File: config.mk
export PLATFORM = sky130hd
export DESIGN_NAME = uart_program_loader_flat
export DESIGN_NICKNAME = d
export VERILOG_FILES = /design/src/rtl/uart_program_loader_if.sv /design/src/rtl/uart_program_loader.sv /design/src/flat_wrapper.sv
export SDC_FILE = /design/constraint.sdc
export NUM_CORES = 1
export LEC_CHECK = 0
export CORE_UTILIZATION = 45
export DETAILED_ROUTE_END_ITERATION = 8
export PLACE_DENSITY = 0.79
export SKIP_CTS_REPAIR_TIMING = 1
export SYNTH_ARGS = -nofsm -noshare
export SYNTH_HDL_FRONTEND = slang
export SYNTH_SLANG_ARGS = --single-unit
export TNS_END_PERCENT = 5
File: constraint.sdc
create_clock -name clk -period 4.4 [get_ports clk]
set_clock_uncertainty 0.15 [all_clocks]
set_input_delay 0.88 -clock clk [delete_from_list [all_inputs] [get_ports clk]]
set_output_delay 0.88 -clock clk [all_outputs]
set_load 0.01 [all_outputs]
File: src/rtl/uart_program_loader_if.sv
// Byte-input, instruction-memory-write and status signals of the boot-time program loader.
// The loader uses the slave modport; the UART side / test environment uses master.
interface uart_program_loader_if #(
    parameter int MEM_WORDS = 64
);
    localparam int WL_W = $clog2(MEM_WORDS + 1);

    logic [7:0]      rx_data;
    logic            rx_done;
    logic            start;
    logic            imem_wr_en;
    logic [31:0]     imem_addr;
    logic [31:0]     imem_wdata;
    logic            cpu_hold;
    logic            load_done;
    logic [WL_W-1:0] words_loaded;
    logic            frame_err;

    modport master (
        output rx_data, rx_done, start,
        input  imem_wr_en, imem_addr, imem_wdata, cpu_hold, load_done,
               words_loaded, frame_err
    );

    modport slave (
        input  rx_data, rx_done, start,
        output imem_wr_en, imem_addr, imem_wdata, cpu_hold, load_done,
               words_loaded, frame_err
    );
endinterface

File: src/rtl/uart_program_loader.sv
// Packs UART bytes little-endian into 32-bit words, writes them to instruction memory
// and keeps the processor held until a halt word arrives or memory is full.
module uart_program_loader #(
    parameter int          MEM_WORDS   = 64,
    parameter logic [31:0] HALT_WORD   = 32'hFFFF_FFFF,
    parameter int          TIMEOUT_CYC = 100000
) (
    input  logic                  clk,
    input  logic                  reset,
    uart_program_loader_if.slave  bus
);
    localparam int WL_W = $clog2(MEM_WORDS + 1);
    localparam int TC_W = $clog2(TIMEOUT_CYC + 1);
    localparam logic [WL_W-1:0] WORDS_FULL = WL_W'(MEM_WORDS);
    localparam logic [TC_W-1:0] TC_LAST    = TC_W'(TIMEOUT_CYC - 1);

    typedef enum logic [1:0] {
        ST_LOAD  = 2'd0,
        ST_WRITE = 2'd1,
        ST_DONE  = 2'd2
    } state_t;

    state_t          state_r;
    logic [1:0]      byte_idx_r;
    logic [TC_W-1:0] tmo_cnt_r;
    logic [31:0]     buf_r;
    logic            wr_en_r;
    logic [31:0]     addr_r;
    logic [31:0]     wdata_r;
    logic            hold_r;
    logic            done_r;
    logic [WL_W-1:0] words_r;
    logic            ferr_r;

    logic [WL_W-1:0] words_inc_s;
    logic            mem_full_s;
    logic            last_word_s;
    logic            tmo_hit_s;

    // Place one received byte into lane idx of the collection buffer.
    function automatic logic [31:0] insert_byte(input logic [31:0] word,
                                                input logic [1:0]  idx,
                                                input logic [7:0]  b);
        logic [31:0] r;
        r = word;
        case (idx)
            2'd0:    r[7:0]   = b;
            2'd1:    r[15:8]  = b;
            2'd2:    r[23:16] = b;
            2'd3:    r[31:24] = b;
            default: r        = word;
        endcase
        return r;
    endfunction

    // Decode end-of-load and timeout conditions from the current registered state.
    always_comb begin
        words_inc_s = words_r + WL_W'(1);
        mem_full_s  = (words_inc_s == WORDS_FULL);
        last_word_s = (wdata_r == HALT_WORD) || mem_full_s;
        tmo_hit_s   = (tmo_cnt_r == TC_LAST);
    end

    // Loader FSM: byte collection, one-cycle memory write, and released state.
    always_ff @(posedge clk or posedge reset) begin
        if (reset) begin
            state_r    <= ST_LOAD;
            byte_idx_r <= 2'd0;
            tmo_cnt_r  <= '0;
            buf_r      <= 32'd0;
            wr_en_r    <= 1'b0;
            addr_r     <= 32'd0;
            wdata_r    <= 32'd0;
            hold_r     <= 1'b1;
            done_r     <= 1'b0;
            words_r    <= '0;
            ferr_r     <= 1'b0;
        end else if (bus.start) begin
            // Re-arm wins over any byte strobe arriving in the same cycle.
            state_r    <= ST_LOAD;
            byte_idx_r <= 2'd0;
            tmo_cnt_r  <= '0;
            wr_en_r    <= 1'b0;
            addr_r     <= 32'd0;
            hold_r     <= 1'b1;
            done_r     <= 1'b0;
            words_r    <= '0;
            ferr_r     <= 1'b0;
        end else begin
            case (state_r)
                ST_LOAD: begin
                    wr_en_r <= 1'b0;
                    if (bus.rx_done) begin
                        buf_r     <= insert_byte(buf_r, byte_idx_r, bus.rx_data);
                        tmo_cnt_r <= '0;
                        if (byte_idx_r == 2'd3) begin
                            wdata_r    <= {bus.rx_data, buf_r[23:0]};
                            wr_en_r    <= 1'b1;
                            byte_idx_r <= 2'd0;
                            state_r    <= ST_WRITE;
                        end else begin
                            byte_idx_r <= byte_idx_r + 2'd1;
                        end
                    end else if (byte_idx_r != 2'd0) begin
                        if (tmo_hit_s) begin
                            byte_idx_r <= 2'd0;
                            tmo_cnt_r  <= '0;
                            ferr_r     <= 1'b1;
                        end else begin
                            tmo_cnt_r <= tmo_cnt_r + TC_W'(1);
                        end
                    end else begin
                        tmo_cnt_r <= '0;
                    end
                end
                ST_WRITE: begin
                    wr_en_r   <= 1'b0;
                    words_r   <= words_inc_s;
                    tmo_cnt_r <= '0;
                    // The last slot keeps its address so imem_addr never runs past memory.
                    if (mem_full_s) begin
                        addr_r <= addr_r;
                    end else begin
                        addr_r <= addr_r + 32'd4;
                    end
                    if (last_word_s) begin
                        state_r    <= ST_DONE;
                        byte_idx_r <= 2'd0;
                        hold_r     <= 1'b0;
                        done_r     <= 1'b1;
                    end else if (bus.rx_done) begin
                        state_r    <= ST_LOAD;
                        buf_r      <= insert_byte(buf_r, 2'd0, bus.rx_data);
                        byte_idx_r <= 2'd1;
                    end else begin
                        state_r    <= ST_LOAD;
                        byte_idx_r <= 2'd0;
                    end
                end
                ST_DONE: begin
                    wr_en_r <= 1'b0;
                end
                default: begin
                    state_r    <= ST_LOAD;
                    byte_idx_r <= 2'd0;
                    tmo_cnt_r  <= '0;
                    wr_en_r    <= 1'b0;
                end
            endcase
        end
    end

    assign bus.imem_wr_en   = wr_en_r;
    assign bus.imem_addr    = addr_r;
    assign bus.imem_wdata   = wdata_r;
    assign bus.cpu_hold     = hold_r;
    assign bus.load_done    = done_r;
    assign bus.words_loaded = words_r;
    assign bus.frame_err    = ferr_r;
endmodule
File: src/flat_wrapper.sv
// flat-port wrapper written by rule: the top's interface ports become plain ports
module uart_program_loader_flat 
#(
    parameter int          MEM_WORDS   = 64,
    parameter logic [31:0] HALT_WORD   = 32'hFFFF_FFFF,
    parameter int          TIMEOUT_CYC = 100000
)
  (clk, reset, bus_rx_data, bus_rx_done, bus_start, bus_imem_wr_en, bus_imem_addr, bus_imem_wdata, bus_cpu_hold, bus_load_done, bus_words_loaded, bus_frame_err);
  uart_program_loader_if #(.MEM_WORDS(MEM_WORDS)) bus_i ();
  input  logic clk;
  input  logic reset;
  input wire logic [$bits(bus_i.rx_data)-1:0] bus_rx_data;
  input wire logic [$bits(bus_i.rx_done)-1:0] bus_rx_done;
  input wire logic [$bits(bus_i.start)-1:0] bus_start;
  output wire logic [$bits(bus_i.imem_wr_en)-1:0] bus_imem_wr_en;
  output wire logic [$bits(bus_i.imem_addr)-1:0] bus_imem_addr;
  output wire logic [$bits(bus_i.imem_wdata)-1:0] bus_imem_wdata;
  output wire logic [$bits(bus_i.cpu_hold)-1:0] bus_cpu_hold;
  output wire logic [$bits(bus_i.load_done)-1:0] bus_load_done;
  output wire logic [$bits(bus_i.words_loaded)-1:0] bus_words_loaded;
  output wire logic [$bits(bus_i.frame_err)-1:0] bus_frame_err;
  assign bus_i.rx_data = bus_rx_data;
  assign bus_i.rx_done = bus_rx_done;
  assign bus_i.start = bus_start;
  assign bus_imem_wr_en = bus_i.imem_wr_en;
  assign bus_imem_addr = bus_i.imem_addr;
  assign bus_imem_wdata = bus_i.imem_wdata;
  assign bus_cpu_hold = bus_i.cpu_hold;
  assign bus_load_done = bus_i.load_done;
  assign bus_words_loaded = bus_i.words_loaded;
  assign bus_frame_err = bus_i.frame_err;
  uart_program_loader #(.MEM_WORDS(MEM_WORDS), .HALT_WORD(HALT_WORD), .TIMEOUT_CYC(TIMEOUT_CYC)) u_core (.clk(clk), .reset(reset), .bus(bus_i));
endmodule
==> results of run 1 <==
-- cell usage after synthesis, types with 2 or more instances --
master and n:
dfrtp_1 117, mux2_2 56, nand2_1 34, nor2_1 31, a21oi_1 29, nand3_1 21, nand4_1 21, o21ai_0 18
xor2_1 16, nor3_1 12, o31ai_1 12, or3_1 12, or4_1 12, clkbuf_1 11, inv_1 10, ha_1 7
and3_1 6, nor4_1 6, xnor2_1 6, and4_1 5, a21o_1 4, buf_2 4, a31o_2 3, nor4b_1 3
and2_1 2, buf_4 2, o211ai_1 2, o21a_1 2
-- path summary, 6_finish.rpt --
kind / cells past startpoint / slack [ns] / end
worst max-delay path: 7 / 0.98 / u_core.bus.imem_wdata[15]
worst max register to register: 4 / 1.61 / u_core.bus.imem_wdata[15]
max in group asynchronous: 3 / 2.56 / u_core.bus.cpu_hold
worst min-delay path: 1 / 0.34 / u_core.bus.frame_err
min in group asynchronous: 2 / 0.74 / u_core.bus.imem_addr[24]
worst min register to register: 1 / 0.34 / u_core.bus.frame_err
-- per-stage QoR --
step | hold WS (ns) | total power [mW]
6_report | 0.340 | 2.84
5_1_grt | 0.377 | 2.95
2_1_floorplan | 0.315 | 1.44
4_1_cts | 0.342 | 2.86
3_3_place_gp | 0.326 | 1.58
3_5_place_dp | 0.330 | 1.60
-- power by group --
part / leakage, nW / internal [mW] / total [mW] / switching [mW]
logic: 1.05 / 0.177 / 0.298 / 0.121
registers: 1.59 / 1.20 / 1.29 / 0.0845
clock network: 0.252 / 0.738 / 1.26 / 0.522
-- per-layer routing --
metal / global-route usage / part of all wire / up-vias
li1: - / - / 1950
met1: 0.281 / 0.44 / 2097
met2: 0.335 / 0.49 / 128
met3: 0.0474 / 0.048 / 20
met4: 0.0784 / 0.015 / 0
met5: 0 / 0 / -
-- state kept, by name, summed over array words and instances, names as in the netlist --
name / cells
u_core.bus.frame_err: 1
u_core.bus.words_loaded: 7
u_core.bus.cpu_hold: 1
u_core.buf_r: 24
u_core.byte_idx_r: 2
u_core.bus.load_done: 1
u_core.bus.imem_addr: 30
u_core.bus.imem_wdata: 32
u_core.bus.imem_wr_en: 1
u_core.tmo_cnt_r: 17
u_core.state_r: 2
-- cells in the final DEF (no fill, tap or decap), types with 7 or more instances in the layout --
master,Yosys,layout
a21oi_1,29,29
clkbuf_16,0,17
clkdlybuf4s50_1,0,84
dfrtp_1,117,117
ha_1,7,7
inv_1,10,9
mux2_2,56,56
nand2_1,34,34
nand3_1,21,21
nand4_1,21,21
nor2_1,31,31
nor3_1,12,12
o21ai_0,18,18
o31ai_1,12,12
or3_1,12,12
or4_1,12,12
xor2_1,16,16
-- area by class of cell --
type / count / area (sq um) / share of cell area
repair buffers: 87 / 876 / 0.126
flip-flops and latches: 118 / 2950 / 0.426
multi-input cells: 338 / 2340 / 0.338
inverters: 10 / 40.0 / 0.00578
clock buffers: 19 / 443 / 0.0639
well taps: 143 / 179 / 0.0258
clock inverters: 13 / 100 / 0.0144
-- worst max-delay path, delay by kind of cell --
family	cells	cell delay, ns
simple gates	3	0.86
buf+inv	3	1.39
mux	1	0.42
-- cell families (layout without fill, tap and decap cells) --
| logic type | count (synthesis) | count (layout) | synth area share |
|---|---|---|---|
| AND/OR/NAND/NOR | 173 | 173 | 0.173 |
| flip-flops | 118 | 118 | 0.545 |
| AO/OA/AOI/OAI | 77 | 77 | 0.0880 |
| multiplexers | 57 | 57 | 0.118 |
| buffers and inverters | 29 | 129 | 0.0238 |
| XOR/XNOR | 22 | 22 | 0.0355 |
| adder cells (fa/ha/maj) | 7 | 7 | 0.0162 |
| other | 1 | 2 | 0.000692 |
==> metrics, run 1 <==
Final Util 0.599; Top FF cell, synth dfrtp_1; syn avg cell area 11.2 sq um; total CTS buffers 17; RSZ-0062 raised after global routing no; clk_lat worst skew 0.42 ns; gr ovfl total 0; Max Slew Vio Count 0; Initial Utilization 0.469; Max H-tree Level 4; sequential area share after synthesis 0.545; critical path type in2reg; WP data required 4.55 ns; Setup WS pre-CTS 0.550 ns; first-pass GRT wire length 20.6 mm; Starting DRT DRC Count 472; Mapped Cells 484; Synth top area share 0.540; die area 12,500 sq um; vias in the first global route 4,202; yosys warns 0; Synth cell types 48; Crit Path Max Fanout 23; fin cells 728; First-pass DRT Iterations 9; final worst setup slack 0.978 ns; Synth-to-Final Area Change 27.9%; max-cap viol count 0; final hold violation count 0; ant diodes 0; Fillers 945; leading post-synthesis cells by cell area dfrtp_1 (54%), mux2_2 (12%), a21oi_1 (2.7%), xor2_1 (2.6%), nand4_1 (2.4%); Synth Cell Area 5420 sq um; num rows 39; setup tns final 0 ns; detailed-route vias per instance 5.76; PD cells 410 nW/um^2; Tmin final 3.42 ns; Placement Cell Area 6390 sq um; IO Pins 87; nets 591; antenna violations before repair 0; Clock Sinks 118; failing checks design-rule violations; IO Port Bufs 84; Placed Cells 696; Static Leakage 2.89 nW; Worst Setup SP bus_start; largest net degree at the start of global routing 74; Routed Antenna Nets 0; measured slew at the worst slew-check pin 0.912 ns; die height 112 um; FFs w/ async S/R, synth 1.00; CP arrival 3.57 ns; register bit total from synthesis 118; final WL 12.5 mm; Post-synth EDFFs 0; core area 11,600 sq um; f_max 292 MHz; Via Count 4,195; Worst setup SP type input pin; Max stage delay on crit path 0.81 ns; status finished, violations left; share of layout cells above drive strength 1 0.173; Die Wd 112 um; drt wl/cell 17.1 um; DP Wirelength 8.42 mm; worst hold path type reg2reg; CTS tree done; worst hold start u_core.bus.frame_err; # setup viols final 0; Cell Chain, Critical Path clkdlybuf4s50_1 -> inv_1 -> nand2_1 -> nor3_1 -> nand2_1 -> inv_1 -> mux2_2; peak supply drop 0.288 mV; top cell type by total area after synthesis dfrtp_1; slew margin rel. 0.386; Reg-to-Reg Start u_core.state_r[0]; Worst Setup End Kind register; clock buffer depth 2; Worst path slowest cell inv_1; final instance area 6930 sq um; Root Buffer clkbuf_16; final worst path period share 0.778; Tot GR Track Use 0.210; Clock Pin Slew Worst Setup and Hold Paths 0.06 ns; Final Wtd Congestion 0.837; Remaining DRCs 9
Power figures use the tool's default switching activity.
==> run 2: changes to the inputs <==
Settings changed: PLACE_DENSITY 0.79 to 0.82.
Clock period 4.4 ns to 3.1 ns, I/O delays scaled along.
==> metrics, run 2 (synthesis results as in run 1) <==
status finished, violations left; failing checks design-rule violations; commonest cells after routing, fill and taps aside dfrtp_1 (117), clkdlybuf4s50_1 (84), mux2_2 (56); die area 12,500 sq um (unchanged); # setup viols final 0 (unchanged); Setup WS pre-CTS -0.101 ns (-0.650 ns); FF-to-FF setup slack 0.48 ns (-1.13 ns); max-cap viol count 0 (unchanged); worst hold start u_core.buf_r[20]; peak supply drop 0.468 mV (+62%); hold path endpoint u_core.bus.imem_wdata[20]; Static Leakage 2.95 nW (+2.2%); DP Wirelength 8.58 mm (+1.9%); slew margin rel. 0.198 (-0.189); Placed Cells 704 (+1.1%); final worst setup slack 0.279 ns (-0.699 ns); Cell Chain, Critical Path clkdlybuf4s50_1 -> nor3b_1 -> nor2_1 -> nand4_1 -> xor2_1 -> nor2_1; die height 112 um (unchanged); fin cells 736 (+1.1%); First-pass DRT Iterations 7 (-2); Tot GR Track Use 0.224 (+0.0134); Starting DRT DRC Count 476 (+0.85%); vias in the first global route 4,474 (+6.5%); hold path depth 1 (unchanged); num rows 39 (unchanged); final hold violation count 0 (unchanged); Reg-to-Reg Start u_core.bus.imem_addr[5]; IO Port Bufs 84 (unchanged); Max stage delay on crit path 1.01 ns (+0.20 ns); Via Count 4,323 (+3.1%); nets 599 (+1.4%); WP data required 3.22 ns (-1.33 ns); worst r2r path cells 5 (+1); PD cells 600 nW/um^2 (+46%); final worst path period share 0.910; Die Wd 112 um (unchanged); RSZ-0062 raised after global routing no; largest net degree at the start of global routing 60 (-19%); detailed-route vias per instance 5.87 (+1.9%); most frequent CP cell nor2_1; gr ovfl total 0 (unchanged); Worst setup SP type input pin; total CTS buffers 17 (unchanged); Crit Path Max Fanout 12 (-48%); CP arrival 2.94 ns (-0.63 ns); CP delay by family, top simple AND/OR/NAND/NOR gates; IO Pins 87 (unchanged); core area 11,600 sq um (unchanged); ant diodes 0 (unchanged); Max Slew Vio Count 0 (unchanged); critical path type in2reg; Tmin final 2.82 ns; Root Buffer clkbuf_16; Final Wtd Congestion 0.835 (-0.25%); Clock Pin Slew Worst Setup and Hold Paths 0.06 ns (about the same); clock buffer depth 2 (unchanged); FF-to-FF End u_core.bus.imem_addr[30]; Fillers 898 (-5.0%); share of layout cells above drive strength 1 0.185 (+0.0128); Worst path slowest cell nor3b_1; Worst Setup End Kind register; Crit path buffers/inverters 1 (-2); first-pass GRT wire length 21.9 mm (+6.1%); antenna violations before repair 0 (unchanged); f_max 355 MHz; clk_lat worst skew 0.42 ns (about the same); drt wl/cell 17.7 um (+3.4%); Remaining DRCs 9 (unchanged); worst hold path type reg2reg; final WL 13.0 mm (+4.5%); Initial Utilization 0.469 (unchanged); Routed Antenna Nets 0 (unchanged); measured slew at the worst slew-check pin 1.20 ns (+0.289 ns); Max H-tree Level 4 (unchanged); Synth-to-Final Area Change 30.1%; max FFs per register 32 (unchanged); CTS tree done; most common cell after layout, fill and taps aside dfrtp_1; Clock Sinks 118 (unchanged)
-- run 2: changes by cell type in the layout (fill, tap and decap cells not counted), sizes merged --
cell	before	now
inv	13	16
buf	3	11
bufinv	0	2
clkinv	5	2
clkbuf	19	17
-- run 2: final cells by class --
| type | count | area [sq um] | area share |
|---|---|---|---|
| Timing Repair Buffer | 95 | 948 | 0.134 |
| Tap cell | 143 | 179 | 0.0254 |
| Sequential cell | 118 | 2950 | 0.419 |
| Inverter | 10 | 41.3 | 0.00585 |
| Clock inverter | 15 | 165 | 0.0234 |
| Clock buffer | 17 | 425 | 0.0603 |
| Multi-Input combinational cell | 338 | 2340 | 0.332 |
-- run 2: worst register-to-register path: cells and delay by family, from the launching register on --
family | cells | cell delay, ns
compound gates | 1 | 0.19
flops | 1 | 0.47
simple gates | 4 | 1.73
-- run 2: power breakdown --
group	switching [mW]	internal [mW]
logic	0.175	0.257
registers	0.118	1.71
clock network	0.776	1.20
-- run 2: worst max-delay path by stage --
| stage | from | endpoint | slack [ns] | depth (start not counted) |
|---|---|---|---|---|
| global placement | bus_start | u_core.tmo_cnt_r[13] | -0.02 | 6 |
| finish | bus_start | u_core.tmo_cnt_r[13] | 0.28 | 6 |
| detailed placement | bus_start | u_core.tmo_cnt_r[13] | -0.10 | 6 |
| floorplan | u_core.bus.words_loaded[0] | u_core.bus.imem_addr[19] | 0.63 | 7 |
| CTS | bus_start | u_core.tmo_cnt_r[13] | 0.33 | 6 |
| global route | bus_start | u_core.tmo_cnt_r[13] | 0.11 | 6 |
-- run 2: per-stage QoR --
| stage | power [mW] | TNS (ns) | instance area (sq um) | hold WS, ns | util |
|---|---|---|---|---|---|
| after floorplan | 2.04 | 0 | 5430 | 0.315 | - |
| after global placement | 2.25 | -0.0220 | 6460 | 0.332 | 0.559 |
| after detailed placement | 2.27 | -0.495 | 6460 | 0.342 | 0.559 |
| after CTS | 4.25 | 0 | 7050 | 0.347 | 0.610 |
| after global routing | 4.38 | 0 | 7050 | 0.368 | 0.610 |
| final | 4.23 | 0 | 7050 | 0.349 | 0.610 |
-- run 2: routing by layer --
metal	GRT usage	vias to the layer above	wire, um
met5	0	-	0
met4	0.0829	0	261
met3	0.0686	25	759
met2	0.365	161	6440
met1	0.280	2174	5570
li1	-	1963	-
